==> src/rtl/axi2iob_pkg.sv <==
// Shared AXI response codes, FSM state encoding and arbitration direction flags
// for the AXI4-to-native-bus bridge.
package axi2iob_pkg;

   localparam logic [1:0] RESP_OKAY   = 2'b00;
   localparam logic [1:0] RESP_SLVERR = 2'b10;

   localparam logic DIR_WRITE = 1'b0;
   localparam logic DIR_READ  = 1'b1;

   typedef enum logic [1:0] {
      ST_IDLE  = 2'd0,
      ST_WRITE = 2'd1,
      ST_WRESP = 2'd2,
      ST_READ  = 2'd3
   } state_e;

endpackage

==> src/rtl/axi2iob_rbuf.sv <==
// One-entry R-channel buffer: a new beat may be loaded while the held one drains,
// so a continuously ready master sees one beat per cycle.
module axi2iob_rbuf #(
   parameter int DATA_W = 32
) (
   input  logic              clk,
   input  logic              rst_n,
   input  logic              push_i,
   input  logic [DATA_W-1:0] data_i,
   input  logic              last_i,
   input  logic              ready_i,
   output logic              in_ready_o,
   output logic              valid_o,
   output logic [DATA_W-1:0] data_o,
   output logic              last_o
);

   logic              valid_q, valid_d;
   logic [DATA_W-1:0] data_q, data_d;
   logic              last_q, last_d;

   always_comb begin
      valid_d = valid_q;
      data_d  = data_q;
      last_d  = last_q;
      if (push_i) begin
         valid_d = 1'b1;
         data_d  = data_i;
         last_d  = last_i;
      end else if (ready_i) begin
         valid_d = 1'b0;
      end else begin
         valid_d = valid_q;
      end
   end

   always_ff @(posedge clk or negedge rst_n) begin
      if (!rst_n) begin
         valid_q <= 1'b0;
         data_q  <= '0;
         last_q  <= 1'b0;
      end else begin
         valid_q <= valid_d;
         data_q  <= data_d;
         last_q  <= last_d;
      end
   end

   assign in_ready_o = !valid_q || ready_i;
   assign valid_o    = valid_q;
   assign data_o     = data_q;
   assign last_o     = last_q;

endmodule

==> src/rtl/axi2iob.sv <==
// AXI4 slave (INCR, full-width beats, one burst outstanding) to a simple native
// valid/ready master bus, with round-robin arbitration between AW and AR.
module axi2iob
   import axi2iob_pkg::*;
#(
   parameter int ADDR_W   = 24,
   parameter int DATA_W   = 32,
   parameter int AXI_ID_W = 1
) (
   input  logic                  clk,
   input  logic                  rst_n,
   input  logic [AXI_ID_W-1:0]   s_axi_awid,
   input  logic [ADDR_W-1:0]     s_axi_awaddr,
   input  logic [7:0]            s_axi_awlen,
   input  logic                  s_axi_awvalid,
   output logic                  s_axi_awready,
   input  logic [DATA_W-1:0]     s_axi_wdata,
   input  logic [DATA_W/8-1:0]   s_axi_wstrb,
   input  logic                  s_axi_wlast,
   input  logic                  s_axi_wvalid,
   output logic                  s_axi_wready,
   output logic [AXI_ID_W-1:0]   s_axi_bid,
   output logic [1:0]            s_axi_bresp,
   output logic                  s_axi_bvalid,
   input  logic                  s_axi_bready,
   input  logic [AXI_ID_W-1:0]   s_axi_arid,
   input  logic [ADDR_W-1:0]     s_axi_araddr,
   input  logic [7:0]            s_axi_arlen,
   input  logic                  s_axi_arvalid,
   output logic                  s_axi_arready,
   output logic [AXI_ID_W-1:0]   s_axi_rid,
   output logic [DATA_W-1:0]     s_axi_rdata,
   output logic [1:0]            s_axi_rresp,
   output logic                  s_axi_rlast,
   output logic                  s_axi_rvalid,
   input  logic                  s_axi_rready,
   output logic                  m_valid,
   output logic [ADDR_W-1:0]     m_addr,
   output logic [DATA_W-1:0]     m_wdata,
   output logic [DATA_W/8-1:0]   m_wstrb,
   input  logic [DATA_W-1:0]     m_rdata,
   input  logic                  m_ready,
   output logic                  busy
);

   localparam int BYTES = DATA_W / 8;
   localparam logic [ADDR_W-1:0] ADDR_STEP  = ADDR_W'(BYTES);
   localparam logic [ADDR_W-1:0] ALIGN_MASK = ~ADDR_W'(BYTES - 1);

   state_e                state_q, state_d;
   logic [AXI_ID_W-1:0]   id_q, id_d;
   logic [ADDR_W-1:0]     addr_q, addr_d;
   logic [7:0]            len_q, len_d;
   logic [8:0]            cnt_q, cnt_d;
   logic                  err_q, err_d;
   logic                  dir_q, dir_d;

   logic both_v, take_w, last_beat, beats_left;
   logic rb_push, rb_in_ready;

   assign both_v     = s_axi_awvalid && s_axi_arvalid;
   assign take_w     = s_axi_awvalid && (!s_axi_arvalid || (dir_q == DIR_READ));
   assign last_beat  = (cnt_q == {1'b0, len_q});
   assign beats_left = (cnt_q <= {1'b0, len_q});

   // Next-state and native/AXI handshake decode.
   always_comb begin
      state_d       = state_q;
      id_d          = id_q;
      addr_d        = addr_q;
      len_d         = len_q;
      cnt_d         = cnt_q;
      err_d         = err_q;
      dir_d         = dir_q;
      s_axi_awready = 1'b0;
      s_axi_arready = 1'b0;
      s_axi_wready  = 1'b0;
      s_axi_bvalid  = 1'b0;
      m_valid       = 1'b0;
      m_wdata       = '0;
      m_wstrb       = '0;
      rb_push       = 1'b0;
      case (state_q)
         ST_IDLE: begin
            // The loser of a simultaneous request is held off so it stays pending.
            s_axi_awready = rst_n && !(both_v && (dir_q == DIR_WRITE));
            s_axi_arready = rst_n && !(both_v && (dir_q == DIR_READ));
            if (take_w) begin
               id_d    = s_axi_awid;
               addr_d  = s_axi_awaddr & ALIGN_MASK;
               len_d   = s_axi_awlen;
               cnt_d   = 9'd0;
               err_d   = 1'b0;
               dir_d   = DIR_WRITE;
               state_d = ST_WRITE;
            end else if (s_axi_arvalid) begin
               id_d    = s_axi_arid;
               addr_d  = s_axi_araddr & ALIGN_MASK;
               len_d   = s_axi_arlen;
               cnt_d   = 9'd0;
               err_d   = 1'b0;
               dir_d   = DIR_READ;
               state_d = ST_READ;
            end else begin
               state_d = ST_IDLE;
            end
         end
         ST_WRITE: begin
            m_valid      = s_axi_wvalid;
            m_wdata      = s_axi_wdata;
            m_wstrb      = s_axi_wstrb;
            s_axi_wready = m_ready;
            if (s_axi_wvalid && m_ready) begin
               addr_d = addr_q + ADDR_STEP;
               cnt_d  = cnt_q + 9'd1;
               err_d  = err_q || (s_axi_wlast != last_beat);
               if (last_beat) begin
                  state_d = ST_WRESP;
               end else begin
                  state_d = ST_WRITE;
               end
            end else begin
               state_d = ST_WRITE;
            end
         end
         ST_WRESP: begin
            s_axi_bvalid = 1'b1;
            if (s_axi_bready) begin
               err_d   = 1'b0;
               state_d = ST_IDLE;
            end else begin
               state_d = ST_WRESP;
            end
         end
         ST_READ: begin
            m_valid = beats_left && rb_in_ready;
            if (m_valid && m_ready) begin
               rb_push = 1'b1;
               addr_d  = addr_q + ADDR_STEP;
               cnt_d   = cnt_q + 9'd1;
            end else begin
               rb_push = 1'b0;
            end
            if (s_axi_rvalid && s_axi_rready && s_axi_rlast) begin
               state_d = ST_IDLE;
            end else begin
               state_d = ST_READ;
            end
         end
         default: begin
            state_d = ST_IDLE;
         end
      endcase
   end

   // Burst context registers.
   always_ff @(posedge clk or negedge rst_n) begin
      if (!rst_n) begin
         state_q <= ST_IDLE;
         id_q    <= '0;
         addr_q  <= '0;
         len_q   <= 8'd0;
         cnt_q   <= 9'd0;
         err_q   <= 1'b0;
         dir_q   <= DIR_READ;
      end else begin
         state_q <= state_d;
         id_q    <= id_d;
         addr_q  <= addr_d;
         len_q   <= len_d;
         cnt_q   <= cnt_d;
         err_q   <= err_d;
         dir_q   <= dir_d;
      end
   end

   axi2iob_rbuf #(.DATA_W(DATA_W)) u_rbuf (
      .clk        (clk),
      .rst_n      (rst_n),
      .push_i     (rb_push),
      .data_i     (m_rdata),
      .last_i     (last_beat),
      .ready_i    (s_axi_rready),
      .in_ready_o (rb_in_ready),
      .valid_o    (s_axi_rvalid),
      .data_o     (s_axi_rdata),
      .last_o     (s_axi_rlast)
   );

   assign s_axi_bid   = id_q;
   assign s_axi_bresp = err_q ? RESP_SLVERR : RESP_OKAY;
   assign s_axi_rid   = id_q;
   assign s_axi_rresp = RESP_OKAY;
   assign m_addr      = addr_q;
   assign busy        = (state_q != ST_IDLE);

endmodule

==> config.mk <==
export PLATFORM = sky130hd
export DESIGN_NAME = axi2iob
export DESIGN_NICKNAME = d
export VERILOG_FILES = /design/src/rtl/axi2iob_pkg.sv /design/src/rtl/axi2iob_rbuf.sv /design/src/rtl/axi2iob.sv
export SDC_FILE = /design/constraint.sdc
export NUM_CORES = 1
export LEC_CHECK = 0
export ABC_AREA = 1
export BUFFER_PORTS_ARGS = -buffer_cell sky130_fd_sc_hd__buf_2
export CORE_MARGIN = 1.5
export CORE_UTILIZATION = 47
export CTS_CLUSTER_DIAMETER = 120
export DETAILED_ROUTE_END_ITERATION = 10
export PLACE_DENSITY = 0.82
export SYNTH_ARGS = -nofsm -noshare
export SYNTH_HDL_FRONTEND = slang
export SYNTH_SLANG_ARGS = --single-unit
export TNS_END_PERCENT = 5
==> constraint.sdc <==
create_clock -name clk -period 2.5 [get_ports clk]
set_clock_uncertainty 0.05 [all_clocks]
set_input_delay 0.125 -clock clk [delete_from_list [all_inputs] [get_ports clk]]
set_output_delay 0.125 -clock clk [all_outputs]
set_load 0.03 [all_outputs]
==> summary.txt <==
Clock tree
  – H-tree Lvls: 3
  – Clk_lat worst skew: 0.36 ns
  – Clock Path Buffers: 2
  – Root Buffer: clkbuf_8
  – TritonCTS clock tree: built
  – Clk sinks: 78
  – Reg clk slew, reported paths: ~0.090 ns
  – Post-CTS Resized: 0
  – Cts bufs inserted: 9

Yosys
  – Largest cells by area after synthesis: dfrtp_1, nand2_1, nor2_1
  – Synthesis Warnings: 0
  – EDFF count, synth: 0
  – Netlist cell types: 36
  – Seq cells post-synth: 78
  – Synth async-reset ratio: 100%
  – Sequential share of the synthesized area: 38.6%
  – Share of the synthesized area in the top cell type: between 30% and 40%
  – Cell taking the most area after synthesis: dfrtp_1
  – Syn avg cell area: approximately 6.6 µm²
  – Most used DFF post-synth: dfrtp_1
  – Cell area after synthesis: between 5000 and 6000 µm²
  – Cells after Synth: between 700 and 800

STA
  – Hold_ws: 0.0142 ns
  – FMAX: 421 MHz
  – Fin. Hold Viols: 0
  – Setup ws final: 0.126 ns
  – Setup TNS: 0 ns
  – Final setup viols: 0
  – Worst-margin pin slew: between 0.5 and 0.6 ns
  – Fin. max-slew vios: 0
  – Min Tclk post-route: 2.37 ns
  – Final worst path period share: between 90% and 100%
  – Slew margin rel.: about 64%
  – Unrepaired setup endpoints after global routing: no

Power and ir drop
  – Reg power frac: between 20% and 30%
  – Clock power frac: a little over a tenth
  – P per Cell Area: between 1000 and 1500 nW/µm²
  – Power Internal: just under 4 mW
  – Sw frac: a little over half
  – P_sw: around 4.6 mW
  – Pleak: 4.08 nW
  – Gate power share: roughly three fifths
  – VDD IR max: 746 µV

Route
  – Post-DRT Antenna Nets: 0
  – Total Wirelength: 17.2 mm
  – Vias post-DR: 6121
  – DR WL/cell: about 15 µm
  – TritonRoute pass-1 iters: 5
  – Vias/cell: approximately 5.2
  – Drc violations: 0
  – Drt initial violations: just over 400

Critical path
  – R2R Setup Slk: around 0.23 ns
  – Worst EP arrival: around 2.2 ns
  – Critical Path RT: 2.33 ns
  – CP max FO: 6
  – Crit end category: output port
  – FF-to-FF End: u_rbuf.data_o[15]
  – Worst R2R Path Depth: 8
  – Crit Path Class: flip-flop to output port
  – Worst Setup Start Kind: flip-flop
  – Worst R2R Start: cnt_q[7]

Final layout
  – Util after Layout: approximately two thirds
  – Area added between synthesis and finish: 39.2%
  – NumNets Final: about 1200
  – Fill cell count: between 800 and 900
  – Antenna cells: 0
  – Share of cells above drive strength 1: roughly 27%
  – Finished Layout Cells: about 1200

GRT
  – Global-route wire length before repair: around 28 mm
  – Largest net degree at the start of global routing: 58
  – Number of global-route vias before repair: ~5900
  – Global Route Usage Sum: just over 30%
  – Antenna violations before repair: 0
  – Remaining global-route overflow: 0

Floorplanning
  – Row cnt: 37
  – Core area: between 10000 and 15000 µm²
  – Vert. Die Dim: 107 µm
  – Total die area: roughly 11000 µm²
  – Initial Util: 48.8%
  – Die width: 107 µm
  – Io pins: between 200 and 250

Worst hold path
  – HP Start: m_rdata[26]
  – Hold path cells: 3
  – WHS Endpoint: u_rbuf.data_o[26]
  – Tightest Hold Check Type: primary input to flip-flop

Placed design
  – GP Congestion: 0.840
  – Placed cell count: between 1000 and 1500
  – Post-DP HPWL: about 11 mm
  – IO buf count: 239
  – Post-Place Worst Slack: ~0.29 ns

Flow run
  – Max cap viols: 0

Run status
  – Status: finished, final reports clean
flip-flops by register name (all words and copies together) (netlist names):
signal          count
u_rbuf.data_o      32
m_addr             22
cnt_q               9
len_q               8
state_q             2
dir_q               1
err_q               1
s_axi_bid           1
u_rbuf.last_o       1
u_rbuf.valid_o      1
through the flow:
stage | instance area, µm² | total power [mW]
floorplan | 5080 | 5.78
global placement | 6350 | 7.13
detailed placement | 6350 | 7.23
CTS | 7030 | 8.34
global route | 7050 | 9.09
finish | 7050 | 8.45
power groups by stage:
| stage | Combinational, mW | Sequential (mW) | Clock (mW) |
|---|---|---|---|
| 2_1_floorplan | 2.76 | 3.03 | 0 |
| 3_3_place_gp | 4.83 | 2.30 | 0 |
| 3_5_place_dp | 4.93 | 2.30 | 0 |
| 4_1_cts | 5.13 | 2.28 | 0.929 |
| 5_1_grt | 5.71 | 2.39 | 0.985 |
| 6_report | 5.21 | 2.31 | 0.923 |
critical path, cell delays in order (launching register included):
cell and delay [ns]:
dfrtp_1 0.45, ha_1 0.32, nand2_1 0.05, nor2_1 0.20, nand3_2 0.19, a21boi_4 0.25
a22o_1 0.15, buf_2 0.22
kinds of logic after synthesis:
logic type      Yosys count  synth area share (%)
xor+xnor                  4                 0.692
buf+inv                 130                  11.0
simple gates            466                  38.7
flops                    78                  38.6
other cells               1                0.0741
fa+ha+maj                10                  2.47
compound gates           74                  8.55
cells in the mapped netlist, types with 3 or more instances:
cell type / count
nor2_1: 118
buf_1: 4
o21ai_0: 31
nand3_1: 50
ha_1: 10
a21oi_1: 13
or2_2: 3
buf_6: 3
nand2_1: 249
nand3b_1: 4
buf_4: 7
a31oi_1: 12
nand4_1: 36
o22ai_1: 6
inv_1: 81
o21bai_1: 4
dfrtp_1: 77
clkbuf_1: 18
buf_2: 15
worst max path at each step:
stage	startpoint	endpoint	slack, ns	cells after the start
floorplan	cnt_q[7]	u_rbuf.last_o	0.63	9
global placement	cnt_q[7]	u_rbuf.data_o[0]	0.36	8
detailed placement	cnt_q[7]	u_rbuf.data_o[9]	0.29	8
CTS	cnt_q[7]	m_valid	0.08	7
global route	cnt_q[7]	m_valid	0.01	7
finish	cnt_q[7]	m_valid	0.13	7
layout by cell type, fill, tap and decap left out, drive strengths merged:
master | synthesis | final
o22ai | 6 | 6
ha | 10 | 10
a21boi | 1 | 1
clkbuf | 18 | 9
o211ai | 1 | 1
a31oi | 12 | 12
or2 | 4 | 4
dfstp | 1 | 1
clkinvlp | 0 | 4
buf | 29 | 257
nand3 | 53 | 53
xor2 | 2 | 2
xnor2 | 2 | 2
nor2 | 119 | 119
nand4 | 36 | 36
o2111ai | 1 | 1
inv | 83 | 86
nor3 | 1 | 1
o31ai | 1 | 1
nand3b | 4 | 4
conb | 1 | 5
dlygate4sd3 | 0 | 50
o21ai | 34 | 34
dfrtp | 77 | 77
nand2 | 249 | 249
o21bai | 4 | 4
a21oi | 13 | 13
a22o | 1 | 1
layout make-up:
type | count | area [µm²] | share of cell area (%)
Tap cell | 136 | 170 | 2.42
Timing Repair Buffer | 307 | 1860 | 26.4
Clock inverter | 7 | 56.3 | 0.799
Sequential cell | 78 | 1950 | 27.7
Multi-Input combinational cell | 559 | 2570 | 36.5
Inverter | 83 | 312 | 4.42
Clock buffer | 9 | 124 | 1.76
metal layers:
| metal | vias up | wire length (µm) | part of all wire [%] | track usage, % |
|---|---|---|---|---|
| li1 | 2963 | - | - | - |
| met1 | 2789 | 6900 | 40 | 36.9 |
| met2 | 312 | 8320 | 48 | 53.0 |
| met3 | 57 | 1350 | 7.9 | 5.84 |
| met4 | 0 | 622 | 3.6 | 13.3 |
| met5 | - | 0 | 0 | 0 |
repair_timing:
action | 4_1_cts | 5_1_grt
endpoints found under the setup margin | 0 | 3
hold buffers | 50 | 0
buffers inserted | 0 | 2
hold endpoints to repair | 61 | 0
(Power assumes the default switching activity.)
